## src/rtl/scan_pkg.sv

```systemverilog
// Shared XY2-100 definitions: frame geometry, control prefix and the
// helper that builds a complete 20-bit channel word including parity.
package scan_pkg;

    localparam int         XY2_FRAME_BITS = 20;
    localparam int         XY2_DATA_BITS  = 16;
    localparam logic [2:0] XY2_CTRL       = 3'b001;

    typedef struct packed {
        logic [XY2_DATA_BITS-1:0] x;
        logic [XY2_DATA_BITS-1:0] y;
    } xy_pair_t;

    // Parity makes the XOR over all 20 transmitted bits come out to zero.
    function automatic logic [XY2_FRAME_BITS-1:0] xy2_frame(input logic [XY2_DATA_BITS-1:0] data);
        logic parity;
        parity = ^{XY2_CTRL, data};
        return {XY2_CTRL, data, parity};
    endfunction

endpackage

```

## src/rtl/xy2_bit_timer.sv

```systemverilog
// Bit/frame timing for the XY2 link: divides clk into bit periods, tracks the
// bit index within a frame and produces the XY2 clock level.
module xy2_bit_timer
    import scan_pkg::*;
#(
    parameter int HALF_DIV = 25
) (
    input  logic       clk,
    input  logic       reset,
    input  logic       start,
    input  logic       active,
    output logic       bit_start,
    output logic [4:0] bit_idx,
    output logic       xy2_clk_lvl,
    output logic       frame_end
);
    localparam int               DIV_W    = $clog2(2 * HALF_DIV);
    localparam logic [DIV_W-1:0] DIV_LAST = DIV_W'(2 * HALF_DIV - 1);
    localparam logic [DIV_W-1:0] DIV_HALF = DIV_W'(HALF_DIV);
    localparam logic [4:0]       BIT_LAST = 5'(XY2_FRAME_BITS - 1);

    logic [DIV_W-1:0] div_q, div_d;
    logic [4:0]       bit_q, bit_d;
    logic             bit_end;

    assign bit_end     = active && (div_q == DIV_LAST);
    assign frame_end   = bit_end && (bit_q == BIT_LAST);
    // Asserted on the cycle whose clock edge begins a new bit period.
    assign bit_start   = start || (bit_end && !frame_end);
    assign bit_idx     = bit_q;
    assign xy2_clk_lvl = !active || (div_q < DIV_HALF);

    always_comb begin
        div_d = div_q;
        bit_d = bit_q;
        if (start) begin
            div_d = '0;
            bit_d = '0;
        end else if (active) begin
            if (div_q == DIV_LAST) begin
                div_d = '0;
                bit_d = (bit_q == BIT_LAST) ? 5'd0 : bit_q + 5'd1;
            end else begin
                div_d = div_q + 1'b1;
            end
        end
    end

    always_ff @(posedge clk) begin
        if (reset) begin
            div_q <= '0;
            bit_q <= '0;
        end else begin
            div_q <= div_d;
            bit_q <= bit_d;
        end
    end

endmodule

```

## src/rtl/xy2_100_tx.sv

```systemverilog
// XY2-100 galvo transmitter: captures scan coordinates on the send strobe and
// streams them as back-to-back 20-bit frames on the XY2 clock/sync/X/Y lines.
module xy2_100_tx
    import scan_pkg::*;
#(
    parameter int HALF_DIV = 25
) (
    input  logic        clk,
    input  logic        reset,
    input  logic        enable,
    input  logic [15:0] x_coord,
    input  logic [15:0] y_coord,
    input  logic        xy2_send,
    output logic        xy2_clk,
    output logic        xy2_sync,
    output logic        xy2_x,
    output logic        xy2_y,
    output logic        busy,
    output logic        frame_done,
    output logic        overrun
);
    localparam logic [0:0] ST_IDLE        = 1'b0;
    localparam logic [0:0] ST_SHIFT       = 1'b1;
    localparam logic [4:0] SYNC_LOW_AFTER = 5'(XY2_FRAME_BITS - 2);
    localparam int         NUM_CHAN       = 2;

    logic [0:0] state_q, state_d;
    logic       send_q, rise, load, active;
    logic       pending_q, pending_d;
    logic       overrun_q, overrun_d;
    logic       sync_q, sync_d;
    xy_pair_t   in_pair, load_pair;
    xy_pair_t   buf_q, buf_d, last_q, last_d;
    logic       bit_start, frame_end, clk_lvl;
    logic [4:0] bit_idx;

    logic [XY2_DATA_BITS-1:0] chan_word [NUM_CHAN];
    logic [NUM_CHAN-1:0]      chan_bit;

    assign active  = (state_q == ST_SHIFT);
    assign rise    = xy2_send && !send_q;
    assign load    = enable && (!active || frame_end);
    assign in_pair = {x_coord, y_coord};

    xy2_bit_timer #(
        .HALF_DIV(HALF_DIV)
    ) u_timer (
        .clk        (clk),
        .reset      (reset),
        .start      (load),
        .active     (active),
        .bit_start  (bit_start),
        .bit_idx    (bit_idx),
        .xy2_clk_lvl(clk_lvl),
        .frame_end  (frame_end)
    );

    // A rise coinciding with a load bypasses the buffer so it lands in this frame.
    always_comb begin
        if (rise) begin
            load_pair = in_pair;
        end else if (pending_q) begin
            load_pair = buf_q;
        end else begin
            load_pair = last_q;
        end
    end

    always_comb begin
        pending_d = pending_q;
        buf_d     = buf_q;
        last_d    = last_q;
        overrun_d = 1'b0;
        if (load) begin
            pending_d = 1'b0;
            last_d    = load_pair;
        end else if (rise) begin
            buf_d     = in_pair;
            pending_d = 1'b1;
            overrun_d = pending_q;
        end
    end

    always_comb begin
        state_d = state_q;
        if (load) begin
            state_d = ST_SHIFT;
        end else if (frame_end) begin
            state_d = ST_IDLE;
        end
    end

    always_comb begin
        sync_d = sync_q;
        if (load) begin
            sync_d = 1'b1;
        end else if (frame_end) begin
            sync_d = 1'b0;
        end else if (bit_start && (bit_idx == SYNC_LOW_AFTER)) begin
            sync_d = 1'b0;
        end
    end

    assign chan_word[0] = load_pair.x;
    assign chan_word[1] = load_pair.y;

    genvar gi;
    generate
        for (gi = 0; gi < NUM_CHAN; gi++) begin : g_chan
            logic [XY2_FRAME_BITS-1:0] sr_q, sr_d;

            // MSB of the shift register is the line level; cleared when the link idles.
            always_comb begin
                sr_d = sr_q;
                if (load) begin
                    sr_d = xy2_frame(chan_word[gi]);
                end else if (frame_end) begin
                    sr_d = '0;
                end else if (bit_start) begin
                    sr_d = {sr_q[XY2_FRAME_BITS-2:0], 1'b0};
                end
            end

            always_ff @(posedge clk) begin
                if (reset) begin
                    sr_q <= '0;
                end else begin
                    sr_q <= sr_d;
                end
            end

            assign chan_bit[gi] = sr_q[XY2_FRAME_BITS-1];
        end
    endgenerate

    always_ff @(posedge clk) begin
        if (reset) begin
            state_q   <= ST_IDLE;
            send_q    <= 1'b0;
            pending_q <= 1'b0;
            overrun_q <= 1'b0;
            sync_q    <= 1'b0;
            buf_q     <= '0;
            last_q    <= '0;
        end else begin
            state_q   <= state_d;
            send_q    <= xy2_send;
            pending_q <= pending_d;
            overrun_q <= overrun_d;
            sync_q    <= sync_d;
            buf_q     <= buf_d;
            last_q    <= last_d;
        end
    end

    assign xy2_clk    = clk_lvl;
    assign xy2_sync   = sync_q;
    assign xy2_x      = chan_bit[0];
    assign xy2_y      = chan_bit[1];
    assign busy       = active;
    assign frame_done = frame_end;
    assign overrun    = overrun_q;

endmodule

```

## config.mk

```make
export PLATFORM = sky130hd
export DESIGN_NAME = xy2_100_tx
export DESIGN_NICKNAME = d
export VERILOG_FILES = /design/src/rtl/scan_pkg.sv /design/src/rtl/xy2_bit_timer.sv /design/src/rtl/xy2_100_tx.sv
export SDC_FILE = /design/constraint.sdc
export NUM_CORES = 1
export LEC_CHECK = 0
export ABC_AREA = 1
export BUFFER_PORTS_ARGS = -buffer_cell sky130_fd_sc_hd__buf_2
export CORE_ASPECT_RATIO = 0.9
export CORE_MARGIN = 8
export CORE_UTILIZATION = 35
export DETAILED_ROUTE_END_ITERATION = 10
export GPL_ROUTABILITY_DRIVEN = 0
export SYNTH_ARGS = -nofsm -noshare
export SYNTH_HDL_FRONTEND = slang
export SYNTH_SLANG_ARGS = --single-unit
```

## constraint.sdc

```tcl
create_clock -name clk -period 1.7 [get_ports clk]
set_clock_uncertainty 0.1 [all_clocks]
set_input_delay 0.34 -clock clk [delete_from_list [all_inputs] [get_ports clk]]
set_output_delay 0.34 -clock clk [all_outputs]
set_load 0.05 [all_outputs]
```

Yosys cells after proc, flatten, opt, wreduce, memory -nomap -nowiden:

Cells that the tools add are included.

* bits in registers: 120
* input port bits: 36
* output and inout bits: 7
* logic and storage cells: 60

* $add $sub $neg: 2
* $lt $le $gt $ge: 1
* eq/ne operators: 3
* mux-type cells: 15
* bitwise logic cells: 2
* reduce and logical (&&, ||, !) cells: 22

Operator list (number)
* 18-bit two-way mux: 6
* 32-bit two-way mux: 2
* 19-bit parity: 2
* 5-bit equality test, second input constant: 2
* 6-bit by 1-bit adder with 6-bit output, second input constant: 1
* 6-bit equality test, second input constant: 1
* 1-bit logical AND: 6
* 6-bit by 5-bit less-than comparator with 1-bit output, second input constant: 1
* 6-bit two-way mux: 1
* 3-bit nonzero test: 2
* 3-bit OR reduction: 2
* 5-bit by 1-bit adder with 5-bit output, second input constant: 1
* 1-bit two-way mux: 5
* 5-bit two-way mux: 1
* 2-bit AND reduction: 2
* 1-bit logical NOT: 3
* 1-bit logical OR: 3
* 1-bit NOT: 2
* 2-bit nonzero test: 1
* 2-bit OR reduction: 1

Depth between registers and ports, before layout:

* word-level depth: 10
* gate-level depth with buffers: 18

Cells and area by module:

From an unflattened synthesis, not the netlist that was laid out.

* cell total of the unflattened synthesis: 1018
* area total of the unflattened synthesis: 6324.8 um^2

By module, submodules not included
* xy2_100_tx: times used 1, cells each 922, area each 5645.4 um^2
* xy2_bit_timer: times used 1, cells each 96, area each 679.4 um^2

Worst setup path before layout:

No wires, ideal clock.

* kind: register to output
* from: register state_q, in the netlist busy
* to: output frame_done
* data arrival time: 2185 ps
* required time: 1260 ps
* path slack: -925 ps
* cell stages (with the launch flop): 5
* path through: dfxtp_1 -> inv_2 -> nor2_4 -> inv_2 -> nor3_1

* word-level cells in the longest chain between the ends: 2

Ends and longest elaborated chain
* start: declaration: line xy2_100_tx.sv:27 `logic [0:0] state_q, state_d;`
* start signal: assignment: line xy2_100_tx.sv:146 `state_q <= state_d;`
* 1-bit logical AND: line xy2_bit_timer.sv:26 `assign bit_end = active && (div_q == DIV_LAST);`
* 1-bit logical AND: line xy2_bit_timer.sv:27 `assign frame_end = bit_end && (bit_q == BIT_LAST);`
* end: declaration: line xy2_100_tx.sv:19 `output logic frame_done,`

Every way passes these cells.

Worst setup path in the final report:

* from: register u_timer.div_q[1]
* to: register g_chan[1].sr_q[6]

* word-level cells in the longest chain between the ends: 7
* elaborated cells between the ends (all ways): 11

Ends and longest elaborated chain
* start: declaration: line xy2_bit_timer.sv:22 `logic [DIV_W-1:0] div_q, div_d;`
* start signal: assignment: line xy2_bit_timer.sv:54 `div_q <= div_d;`
* 6-bit equality test (*): line xy2_bit_timer.sv:26
* 1-bit logical AND (*): line xy2_bit_timer.sv:26
* 1-bit logical AND: line xy2_bit_timer.sv:27
* 1-bit logical OR or 1-bit logical NOT (tied branches): line xy2_100_tx.sv:42, xy2_bit_timer.sv:29
* 1-bit logical AND, on equally long branches: line xy2_100_tx.sv:42, xy2_bit_timer.sv:29
* 1-bit logical OR: line xy2_bit_timer.sv:29 `assign bit_start = start || (bit_end && !frame_end);`
* 3-bit nonzero test (no line)
* end signal: assignment: line xy2_100_tx.sv:128 `sr_q <= sr_d;`
* end: declaration: line xy2_100_tx.sv:110 `logic [XY2_FRAME_BITS-1:0] sr_q, sr_d;`

Mark *: on every way between the ends. The rest lies on a longest branch, timed or not.
A chain may end at the register's enable or synchronous reset.

==> flow_summary_export.csv <==
group,metric,value,unit
outcome,run_status,"complete, but fails checks",
outcome,violations,"negative setup slack",
route,drt-initial-drc-count,480,
synth,synth.area.top_cells,"dfxtp_1 38%, nand2_1 26%, nand3_1 5.2%, a21oi_1 4.4%, inv_1 2.9%",
timing,relSlewSlack,70.1,%
worst_setup_path,startpoint,"u_timer.div_q[1]",
min_path,hold_class,"in -> reg",
route,drc_errors,0,
synth,synth_area_per_cell,6.36,sq um
global_routing,antenna_found_initial,0,
timing,setup_viol,119,
cts,clk_latency,0.42,ns
place,io_buffer_count,42,
cts,cts_tree,"built",
synth,syn-num-nets,1040,
synth,syn_inst,999,
synth,synthTopCellsByCount,"442 x nand2_1, 120 x dfxtp_1, 66 x nand3_1",
job,cap_violations,0,
worst_setup_path,worstPathMaxFanout,8,
synth,synth_area,6350,sq um
cells_and_area,nNetsFinal,1187,
worst_setup_path,cp-endpoint,"g_chan[1].sr_q[6]",
min_path,hp-start,"xy2_send",
floorplan,placeableCoreArea,17700,sq um
cells_and_area,drive_gt1_share,44.2,%
timing,fmax,503,MHz
worst_setup_path,critical_path_class,"reg -> reg",
timing,tightestPinTransition,0.448,ns
worst_setup_path,crit_slowest_cell,"dfxtp_2",
power,powerDensity,900,nW/um^2
route,first_pass_iters,5,
timing,fin_ws,-0.288,ns
floorplan,die_w,158,microns
floorplan,die_area,22700,sq um
worst_setup_path,ff2ff_path_depth,13,
cells_and_area,fillers,1546,
global_routing,grt_pass1_vias,6348,
cts,clock_sinks,120,
global_routing,grt_max_degree,32,
route,avgRoutedWirePerCell,16.0,microns
synth,synth_edf_count,0,
route,vias,7066,
worst_setup_path,crit_buf_inv,5,
synth,synth.yosys.warnings,0,
synth,synth-seq-cells,120,
timing,drv_slew,0,
synth,yosysMostFrequentCell,"nand2_1",
cells_and_area,syn_to_final_growth,63.1,%
timing,rsz0062_at_grt,"true",
power,leakage,4.76,nW
route,ant_nets,0,
global_routing,grt_pass1_wl,32.4,mm
cts,cts_hold_buffers,0,
cts,clk_path_buf_depth,2,
timing,post-route-min-period,1.99,ns
synth,synthArstFlopShare,0,%
worst_setup_path,timing.rr.start,"u_timer.div_q[1]",
route,wirelength,22.3,mm
worst_setup_path,arrival,2.23,ns
cells_and_area,post-route-util,58.5,%
timing,whs,0.0771,ns
floorplan,io_pins,43,
worst_setup_path,critical_path.top_delay_family,"buffers and inverters",
place,dpl.hpwl,11.5,mm
synth,synth_top_area_cell,"dfxtp_1",
worst_setup_path,path_common_cell,"nand2_4",
cts,clock-root-buffer,"clkbuf_16",
timing,hold_viol,0,
synth,ys_types,34,
floorplan,start_util,35.8,%
worst_setup_path,path_cells,"inv_2 > ha_4 > nand3_4 > nor2_4 > buf_6 > nand2_4 > nand2_4 > nand2_8 > buf_12 > clkinv_8 > buf_16 > nand2_4 > a31oi_1",
global_routing,grt.overflow.total,0,
cts,clkSlewWorstSetupHoldPaths,0.06,ns
power,total_power,9.33,mW
cts,cts_buffers,17,
worst_setup_path,worst-path-stages,13,
synth,yosys_most_used_dff,"dfxtp_1",
floorplan,num_rows,46,
floorplan,die_h,144,microns
worst_setup_path,r2r_setup_slack,-0.29,ns
global_routing,grt.total_usage,18.1,%
synth,synth_top_area_share,37.8,%
power,vdd_drop_max,0.753,mV
worst_setup_path,worstPathRequired,1.94,ns
cells_and_area,diodes,0,
worst_setup_path,startpoint_type,"flip-flop",
cts,htreeDepth,4,
timing,fin_crit_sh,117,%
worst_setup_path,timing.rr.end,"g_chan[1].sr_q[6]",
worst_setup_path,cpPeakStageDelay,0.32,ns
route,viasPerCell,5.05,
synth,yosysSeqAreaShare,37.8,%
worst_setup_path,cp-end-kind,"flip-flop",
power breakdown:
group	total [mW]	internal [mW]	switching, mW
combinational	2.24	0.994	1.25
clock	3.96	2.65	1.31
sequential	3.12	2.99	0.137
total	9.33	6.63	2.70
worst min-delay path by stage:
stage	to	slack (ns)	cells after the start
CTS	send_q	0.06	3
finish	send_q	0.08	3
global placement	last_q[18]	0.35	2
floorplan	last_q[28]	0.34	1
detailed placement	last_q[18]	0.36	2
global route	send_q	0.07	3
stage by stage:
| stage | TNS [ns] | area (sq um) | std cells | setup slack [ns] |
|---|---|---|---|---|
| after floorplan | -0.722 | 6460 | 999 | -0.0336 |
| after global placement | -3.72 | 7580 | 1318 | -0.229 |
| after detailed placement | -4.10 | 7580 | 1318 | -0.254 |
| after CTS | -16.42 | 9130 | 1381 | -0.263 |
| after global routing | -33.42 | 10400 | 1399 | -0.394 |
| final | -22.02 | 10400 | 1399 | -0.288 |
registers in the layout, indices dropped and copies added, names as in the netlist:
name,count
xy2_sync,1
overrun,1
g_chan.sr_q,40
busy,1
u_timer.div_q,6
u_timer.bit_idx,5
send_q,1
buf_q,32
pending_q,1
last_q,32
cells by family (layout without fill, tap and decap cells):
logic type,after synthesis,in the layout,share of synthesized area (%)
simple gates,567,567,35.9
fa+ha+maj,5,5,0.984
flops,120,120,37.8
xor+xnor,6,6,0.827
buf+inv,123,283,8.41
compound gates,178,178,16.1
worst reg2reg max path: cells and delay by family (launching register included):
family / cells / cell delay (ns)
AOI/OAI and AO/OA: 1 / 0.19
adders and majority gates: 1 / 0.14
buffers and inverters: 5 / 0.58
DFF: 1 / 0.32
and+or+nand+nor: 6 / 0.57
layer usage:
| layer | vias up | global-route usage [%] | part of all wire [%] |
|---|---|---|---|
| met3 | 51 | 4.38 | 5.5 |
| met4 | 0 | 7.24 | 3.3 |
| li1 | 3533 | - | - |
| met2 | 215 | 29.2 | 48 |
| met5 | - | 0 | 0 |
| met1 | 3267 | 23.0 | 44 |
area by class of cell:
| type | count | area (sq um) | share of cell area (%) |
|---|---|---|---|
| inverter | 67 | 313 | 3.02 |
| clock buffer | 25 | 505 | 4.88 |
| tap | 240 | 300 | 2.90 |
| timing repair inverter | 1 | 16.3 | 0.157 |
| sequential | 120 | 2420 | 23.3 |
| timing repair buffer | 183 | 2090 | 20.2 |
| clock inverter | 7 | 138 | 1.33 |
| multi-input combinational | 756 | 4580 | 44.2 |
cell usage in the layout (no fill, tap or decap), types with 3 or more instances in the layout:
| cell type | count |
|---|---|
| nand2_1 | 316 |
| dfxtp_1 | 113 |
| nand2_2 | 93 |
| buf_4 | 77 |
| a21oi_2 | 51 |
| nand3_1 | 46 |
| inv_1 | 40 |
| buf_2 | 40 |
| nand2_4 | 31 |
| a31oi_1 | 27 |
| o21ai_0 | 26 |
| a21oi_1 | 25 |
| clkbuf_16 | 24 |
| buf_12 | 24 |
| nor2_1 | 20 |
| inv_2 | 19 |
| nand3_2 | 19 |
| o21ai_2 | 18 |
| buf_16 | 15 |
| buf_6 | 15 |
| nor2_2 | 13 |
| o21ai_4 | 13 |
| nor2_4 | 8 |
| o21ai_1 | 8 |
| nand2_8 | 7 |
| xor2_1 | 5 |
| clkbuf_8 | 5 |
| buf_8 | 5 |
| o211ai_1 | 4 |
| bufinv_16 | 4 |
| dfxtp_2 | 4 |
| inv_4 | 3 |
| nand4_1 | 3 |
| nor3_1 | 3 |
| ha_1 | 3 |
| dfxtp_4 | 3 |
| clkbuf_1 | 3 |
repair_timing:
action,CTS,global route
buffers inserted,15,13
resized for setup,113,262
endpoints found under the setup margin,112,120
gates cloned,16,9
pin swaps,39,103
(Power assumes the default switching activity.)
